==> src/rtl/key_debounce_if.sv <==
// Key debouncer bus: raw key levels in, debounced level and press/release
// pulses out. The board-side driver of key_in uses the master modport; the
// debouncer uses the slave modport.
interface key_debounce_if #(
   parameter int NKEYS = 2
);
   logic [NKEYS-1:0] key_in;
   logic [NKEYS-1:0] key_level;
   logic [NKEYS-1:0] key_press;
   logic [NKEYS-1:0] key_release;

   modport master (
      output key_in,
      input  key_level,
      input  key_press,
      input  key_release
   );

   modport slave (
      input  key_in,
      output key_level,
      output key_press,
      output key_release
   );
endinterface

==> src/rtl/key_debounce.sv <==
// key_debounce: per-key 2-FF synchronizer, polarity normalisation and a
// four-state debounce FSM with optional hold-to-auto-repeat. Every key has
// its own counters. Pipeline: 2 synchronizer stages, the FSM qualification
// window, then one output register, so a clean press appears on key_press
// DEBOUNCE_CYC+3 cycles after the raw edge.
module key_debounce #(
   parameter int NKEYS          = 2,
   parameter int DEBOUNCE_CYC   = 1000000,
   parameter int REPEAT_DLY_CYC = 25000000,
   parameter int REPEAT_CYC     = 5000000,
   parameter int ACTIVE_LOW     = 1
) (
   input  logic          mclk,
   input  logic          reset,
   key_debounce_if.slave kb
);

   // Counter width covers the largest terminal count (the counters only
   // ever hold values up to count-1).
   localparam int MAX_A   = (DEBOUNCE_CYC > REPEAT_DLY_CYC) ? DEBOUNCE_CYC : REPEAT_DLY_CYC;
   localparam int MAX_CNT = (MAX_A > REPEAT_CYC) ? MAX_A : REPEAT_CYC;
   localparam int CNT_W   = (MAX_CNT > 2) ? $clog2(MAX_CNT) : 1;

   localparam logic [CNT_W-1:0] CNT_ZERO = CNT_W'(0);
   localparam logic [CNT_W-1:0] CNT_ONE  = CNT_W'(1);
   localparam logic [CNT_W-1:0] DB_LAST  = CNT_W'(DEBOUNCE_CYC - 1);
   localparam logic [CNT_W-1:0] DLY_LAST = (REPEAT_DLY_CYC > 0) ? CNT_W'(REPEAT_DLY_CYC - 1) : CNT_W'(0);
   localparam logic [CNT_W-1:0] RPT_LAST = (REPEAT_CYC > 0) ? CNT_W'(REPEAT_CYC - 1) : CNT_W'(0);
   localparam logic             RPT_EN   = (REPEAT_DLY_CYC != 0) ? 1'b1 : 1'b0;

   // Raw level of a released key; the synchronizer is reset to it so that a
   // key held through reset is seen as a fresh press afterwards.
   localparam logic [NKEYS-1:0] RAW_IDLE = (ACTIVE_LOW != 0) ? {NKEYS{1'b1}} : {NKEYS{1'b0}};

   typedef enum logic [1:0] {
      ST_IDLE     = 2'd0,
      ST_DB_PRESS = 2'd1,
      ST_HELD     = 2'd2,
      ST_DB_REL   = 2'd3
   } state_t;

   // Synchronizer stages (raw polarity).
   logic [NKEYS-1:0] r_sync1;
   logic [NKEYS-1:0] r_sync2;
   // Normalised synchronized key: 1 = pressed.
   logic [NKEYS-1:0] w_s;

   // Per-key FSM state and counters.
   state_t           r_state [NKEYS];
   logic [CNT_W-1:0] r_dcnt  [NKEYS];
   logic [CNT_W-1:0] r_rcnt  [NKEYS];
   logic [NKEYS-1:0] r_first;      // 1 = next repeat uses the initial delay
   logic [NKEYS-1:0] r_press_evt;  // FSM accepted a press or a repeat
   logic [NKEYS-1:0] r_rel_evt;    // FSM accepted a release

   state_t           w_state_nxt [NKEYS];
   logic [CNT_W-1:0] w_dcnt_nxt  [NKEYS];
   logic [CNT_W-1:0] w_rcnt_nxt  [NKEYS];
   logic [NKEYS-1:0] w_first_nxt;
   logic [NKEYS-1:0] w_press_nxt;
   logic [NKEYS-1:0] w_rel_nxt;

   // Registered outputs.
   logic [NKEYS-1:0] r_key_level;
   logic [NKEYS-1:0] r_key_press;
   logic [NKEYS-1:0] r_key_release;

   // Two-stage synchronizer for the asynchronous raw key levels.
   always_ff @(posedge mclk) begin
      if (reset) begin
         r_sync1 <= RAW_IDLE;
         r_sync2 <= RAW_IDLE;
      end else begin
         r_sync1 <= kb.key_in;
         r_sync2 <= r_sync1;
      end
   end

   assign w_s = (ACTIVE_LOW != 0) ? ~r_sync2 : r_sync2;

   // FSM state and counter registers.
   always_ff @(posedge mclk) begin
      if (reset) begin
         for (int i = 0; i < NKEYS; i++) begin
            r_state[i] <= ST_IDLE;
            r_dcnt[i]  <= CNT_ZERO;
            r_rcnt[i]  <= CNT_ZERO;
         end
         r_first     <= {NKEYS{1'b1}};
         r_press_evt <= {NKEYS{1'b0}};
         r_rel_evt   <= {NKEYS{1'b0}};
      end else begin
         for (int i = 0; i < NKEYS; i++) begin
            r_state[i] <= w_state_nxt[i];
            r_dcnt[i]  <= w_dcnt_nxt[i];
            r_rcnt[i]  <= w_rcnt_nxt[i];
         end
         r_first     <= w_first_nxt;
         r_press_evt <= w_press_nxt;
         r_rel_evt   <= w_rel_nxt;
      end
   end

   // Next-state, counter and event decode for every key.
   always_comb begin
      w_first_nxt = r_first;
      w_press_nxt = {NKEYS{1'b0}};
      w_rel_nxt   = {NKEYS{1'b0}};
      for (int i = 0; i < NKEYS; i++) begin
         w_state_nxt[i] = r_state[i];
         w_dcnt_nxt[i]  = r_dcnt[i];
         w_rcnt_nxt[i]  = r_rcnt[i];
         case (r_state[i])
            ST_IDLE: begin
               if (w_s[i]) begin
                  w_state_nxt[i] = ST_DB_PRESS;
                  w_dcnt_nxt[i]  = CNT_ONE;
               end else begin
                  w_dcnt_nxt[i]  = CNT_ZERO;
               end
            end
            ST_DB_PRESS: begin
               if (!w_s[i]) begin
                  // Bounce rejected: back to idle without a pulse.
                  w_state_nxt[i] = ST_IDLE;
                  w_dcnt_nxt[i]  = CNT_ZERO;
               end else if (r_dcnt[i] == DB_LAST) begin
                  w_state_nxt[i] = ST_HELD;
                  w_dcnt_nxt[i]  = CNT_ZERO;
                  w_rcnt_nxt[i]  = CNT_ZERO;
                  w_first_nxt[i] = 1'b1;
                  w_press_nxt[i] = 1'b1;
               end else begin
                  w_dcnt_nxt[i]  = r_dcnt[i] + CNT_ONE;
               end
            end
            ST_HELD: begin
               if (!w_s[i]) begin
                  w_state_nxt[i] = ST_DB_REL;
                  w_dcnt_nxt[i]  = CNT_ONE;
               end else if (RPT_EN) begin
                  // Compare-and-clear: the first repeat waits the initial
                  // delay, later ones the shorter repeat period.
                  if (r_first[i] ? (r_rcnt[i] == DLY_LAST) : (r_rcnt[i] == RPT_LAST)) begin
                     w_rcnt_nxt[i]  = CNT_ZERO;
                     w_first_nxt[i] = 1'b0;
                     w_press_nxt[i] = 1'b1;
                  end else begin
                     w_rcnt_nxt[i]  = r_rcnt[i] + CNT_ONE;
                  end
               end else begin
                  w_rcnt_nxt[i]  = CNT_ZERO;
               end
            end
            ST_DB_REL: begin
               if (w_s[i]) begin
                  // Release bounce: resume holding with the repeat phase
                  // restarted from the initial delay.
                  w_state_nxt[i] = ST_HELD;
                  w_dcnt_nxt[i]  = CNT_ZERO;
                  w_rcnt_nxt[i]  = CNT_ZERO;
                  w_first_nxt[i] = 1'b1;
               end else if (r_dcnt[i] == DB_LAST) begin
                  w_state_nxt[i] = ST_IDLE;
                  w_dcnt_nxt[i]  = CNT_ZERO;
                  w_rel_nxt[i]   = 1'b1;
               end else begin
                  w_dcnt_nxt[i]  = r_dcnt[i] + CNT_ONE;
               end
            end
            default: begin
               w_state_nxt[i] = ST_IDLE;
               w_dcnt_nxt[i]  = CNT_ZERO;
               w_rcnt_nxt[i]  = CNT_ZERO;
               w_first_nxt[i] = 1'b1;
            end
         endcase
      end
   end

   // Output register: level from the current state, pulses from the events.
   always_ff @(posedge mclk) begin
      if (reset) begin
         r_key_level   <= {NKEYS{1'b0}};
         r_key_press   <= {NKEYS{1'b0}};
         r_key_release <= {NKEYS{1'b0}};
      end else begin
         for (int i = 0; i < NKEYS; i++) begin
            r_key_level[i] <= (r_state[i] == ST_HELD) || (r_state[i] == ST_DB_REL);
         end
         r_key_press   <= r_press_evt;
         r_key_release <= r_rel_evt;
      end
   end

   assign kb.key_level   = r_key_level;
   assign kb.key_press   = r_key_press;
   assign kb.key_release = r_key_release;

endmodule
==> src/flat_wrapper.sv <==
// flat-port wrapper written by rule: the top's interface ports become plain ports
module key_debounce_flat 
#(
   parameter int NKEYS          = 2,
   parameter int DEBOUNCE_CYC   = 1000000,
   parameter int REPEAT_DLY_CYC = 25000000,
   parameter int REPEAT_CYC     = 5000000,
   parameter int ACTIVE_LOW     = 1
)
  (mclk, reset, kb_key_in, kb_key_level, kb_key_press, kb_key_release);
  key_debounce_if #(.NKEYS(NKEYS)) kb_i ();
  input  logic mclk;
  input  logic reset;
  input wire logic [$bits(kb_i.key_in)-1:0] kb_key_in;
  output wire logic [$bits(kb_i.key_level)-1:0] kb_key_level;
  output wire logic [$bits(kb_i.key_press)-1:0] kb_key_press;
  output wire logic [$bits(kb_i.key_release)-1:0] kb_key_release;
  assign kb_i.key_in = kb_key_in;
  assign kb_key_level = kb_i.key_level;
  assign kb_key_press = kb_i.key_press;
  assign kb_key_release = kb_i.key_release;
  key_debounce #(.NKEYS(NKEYS), .DEBOUNCE_CYC(DEBOUNCE_CYC), .REPEAT_DLY_CYC(REPEAT_DLY_CYC), .REPEAT_CYC(REPEAT_CYC), .ACTIVE_LOW(ACTIVE_LOW)) u_core (.mclk(mclk), .reset(reset), .kb(kb_i));
endmodule
==> config.mk <==
export PLATFORM = sky130hd
export DESIGN_NAME = key_debounce_flat
export DESIGN_NICKNAME = d
export VERILOG_FILES = /design/src/rtl/key_debounce_if.sv /design/src/rtl/key_debounce.sv /design/src/flat_wrapper.sv
export SDC_FILE = /design/constraint.sdc
export NUM_CORES = 1
export LEC_CHECK = 0
export ABC_AREA = 1
export CAP_MARGIN = 40
export CORE_ASPECT_RATIO = 1.5
export CORE_MARGIN = 10
export CORE_UTILIZATION = 65
export CTS_CLUSTER_SIZE = 14
export DETAILED_ROUTE_END_ITERATION = 12
export PLACE_DENSITY = 0.81
export SKIP_CTS_REPAIR_TIMING = 1
export SYNTH_ARGS = -nofsm -noshare
export SYNTH_HDL_FRONTEND = slang
export SYNTH_SLANG_ARGS = --single-unit
==> constraint.sdc <==
create_clock -name mclk -period 4.9 [get_ports mclk]
set_input_delay 1.47 -clock mclk [delete_from_list [all_inputs] [get_ports mclk]]
set_output_delay 1.47 -clock mclk [all_outputs]
set_load 0.02 [all_outputs]
==> impl_metrics.py <==
metrics = {
    "outcome": {
        "status": "completed",
    },
    "yosys": {
        "ys_warn_count": 0,
        "synth-seq-cells": 120,
        "synth-edff-count": 0,
        "synth.area.top_cells": "dfxtp_1 31%, nand2_1 18%, nor2_1 11%",
        "syn_avg_cell_area_um2": 6.08,
        "synthCells": 1277,
        "ys_types": 41,
        "syn_nets": 1295,
        "async_reset_ff_share_pct": 0,
        "synth-seq-area-share_pct": 31.0,
        "syn_area_um2": 7760,
        "yosysTopAreaCell": "dfxtp_1",
        "synth_top_area_share_pct": 31.0,
        "synth_ff_type": "dfxtp_1",
    },
    "setup_path": {
        "crit_slowest_cell": "clkdlybuf4s50_1",
        "path_class": "register to output pin",
        "cp-startpoint": "u_core.kb.key_level[0]$_SDFF_PP0_",
        "r2r-start": "u_core.r_state[0][0]$_SDFFE_PP0P_",
        "end_kind": "output pin",
        "cp-start-kind": "register",
        "worst-path-buf-inv": 1,
        "required_ns": 3.43,
        "max_stage_delay_ns": 0.61,
        "cp_max_fo": 1,
        "worstPathArrival_ns": 1.32,
        "cp_top_family": "buffers and inverters",
        "path_cells": "clkdlybuf4s50_1",
    },
    "global_routing": {
        "grt_pass1_wl_um": 32100,
        "use_met1_pct": 26.2,
        "first_global_vias": 7331,
        "grt_use_met2_pct": 39.5,
        "grt_overflow": 0,
        "grtUsageMet3_pct": 3.72,
        "grt_max_degree": 67,
        "busiest_layer": "met2",
        "gr-usage-all-layers_pct": 22.5,
        "antenna_found_initial": 0,
    },
    "route": {
        "viasPerCell": 5.49,
        "drc_errors": 0,
        "wl_per_cell_um": 12.9,
        "route.vias.total": 7873,
        "drtPass1Iterations": 5,
        "wl_um": 18500,
        "ant_nets": 0,
        "initialDrtViolationCount": 438,
    },
    "floorplan": {
        "start_util_pct": 66.9,
        "num_rows": 48,
        "die_area_um2": 16800,
        "die_h_um": 154,
        "ios": 10,
        "die_w_um": 109,
        "core_um2": 11600,
    },
    "pwr": {
        "power_density_nw_per_um2": 320,
        "power.leakage_nw": 3.04,
        "vdd_drop_max_mv": 0.308,
    },
    "cts": {
        "clock_latency_ns": 0.42,
        "clkSinkCount": 120,
        "clk_pin_slew_ns": 0.05,
        "cts_tree": "done",
        "clk_path_buf_depth": 2,
        "cts-root-buf": "clkbuf_16",
        "htree_levels": 4,
        "cts_buffers": 17,
    },
    "hold_path": {
        "min_from": "u_core.r_rel_evt[1]$_SDFF_PP0_",
        "hold_class": "register to register",
    },
    "cells_and_area": {
        "fin_nets": 1290,
        "fin_area_um2": 8410,
        "mostFrequentLayoutCells": "365 x nand2_1, 229 x nor2_1, 130 x inv_1, 120 x dfxtp_1, 102 x nand3_1",
        "drive_above_1_share_pct": 5.77,
        "syn2layout_area_growth_pct": 8.42,
        "n_antenna_cell": 0,
        "fillers": 1059,
        "mostFrequentLayoutCell": "nand2_1",
    },
    "run": {
        "drv_cap": 0,
    },
    "timing": {
        "period_share_pct": 57.0,
        "finalSetupViolations": 0,
        "period_needed_ns": 2.79,
        "rsz0062_at_grt": "false",
        "drv_slew": 0,
        "holdWs_ns": 0.405,
        "hold_violations": 0,
        "setup_tns_ns": 0,
        "fin_skew_ns": 0.0114,
        "worst_slack_ns": 2.11,
        "maxSlewHeadroom_pct": 56.4,
        "tightest_slew_ns": 0.654,
        "fmax_mhz": 358,
    },
    "place": {
        "place_congestion": 0.944,
        "hpwl_um": 13100,
        "place_ws_ns": 1.96,
        "io_buffers": 9,
        "place_area_um2": 7870,
    },
}
## synth_stat cells, types with 4 or more instances
cell type	n
nand4_1	29
clkbuf_1	17
o211ai_1	6
buf_6	5
nand2_1	365
dfxtp_1	120
ha_1	14
nand3_1	102
nand2_2	6
xnor2_1	5
o21ai_0	25
inv_2	5
xor2_1	21
nor2_2	8
o21bai_1	8
nor2_1	229
nand3b_1	7
or2_2	9
o21ai_1	4
a211oi_1	4
nand3_2	4
buf_2	11
inv_1	130
nor3_1	31
a21oi_1	83
## routing by layer
layer	wire (um)	up-vias
li1	-	4068
met1	8000	3561
met2	9330	203
met3	725	41
met4	420	0
met5	0	-
## through the flow
stage / power (W) / util (%) / std cells
floorplan: 0.00148 / - / 1277
global placement: 0.00152 / 67.6 / 1402
detailed placement: 0.00154 / 67.9 / 1403
CTS: 0.00270 / 72.6 / 1433
global route: 0.00280 / 72.6 / 1433
finish: 0.00269 / 72.6 / 1433
## worst min-delay path: stages, from the launching register on
cell	delay (ns)
dfxtp_1	0.29
inv_1	0.04
nor2_1	0.03
## report_power, final
group          internal (W)  total (W)  switching (W)
sequential          0.00100    0.00105      0.0000446
combinational      0.000133   0.000473       0.000340
clock              0.000744    0.00117       0.000423
## cell type report
cell class | instances | area, um^2 | area share, %
clock buffers | 27 | 503 | 5.98
clock inverters | 3 | 40.0 | 0.476
inverters | 138 | 523 | 6.22
multi-input cells | 982 | 4620 | 54.9
flip-flops and latches | 120 | 2400 | 28.6
well taps | 150 | 188 | 2.23
repair buffers | 13 | 135 | 1.61
## kinds of logic (layout without fill, tap and decap cells)
group	count (synthesis)	in the layout	share of synthesized area (%)
simple gates	802	802	44.4
buf+inv	175	181	9.48
compound gates	140	140	10.0
flops	120	120	31.0
xor+xnor	26	26	2.94
fa+ha+maj	14	14	2.26
## worst paths after layout
check                                             end  slack (ns)  cells after the start
setup / recovery                      kb_key_level[0]        2.11                      1
hold / removal    u_core.kb.key_release[1]$_SDFF_PP0_        0.40                      2
setup reg to reg    u_core.r_dcnt[0][15]$_SDFFE_PP0N_        2.12                     10
hold reg to reg   u_core.kb.key_release[1]$_SDFF_PP0_        0.40                      2
## state kept, by name, summed over array words and instances, names as in the netlist, named ones only
| signal | count |
|---|---|
| u_core.r_sync2 | 2 |
| u_core.r_press_evt | 2 |
| u_core.r_dcnt | 50 |
| u_core.kb.key_press | 2 |
| u_core.r_rel_evt | 2 |
| u_core.r_rcnt | 50 |
| u_core.kb.key_release | 2 |
| u_core.r_sync1 | 2 |
| u_core.kb.key_level | 2 |
| u_core.r_first | 2 |
| u_core.r_state | 2 |
No activity file was read; power rests on OpenSTA's default activity.
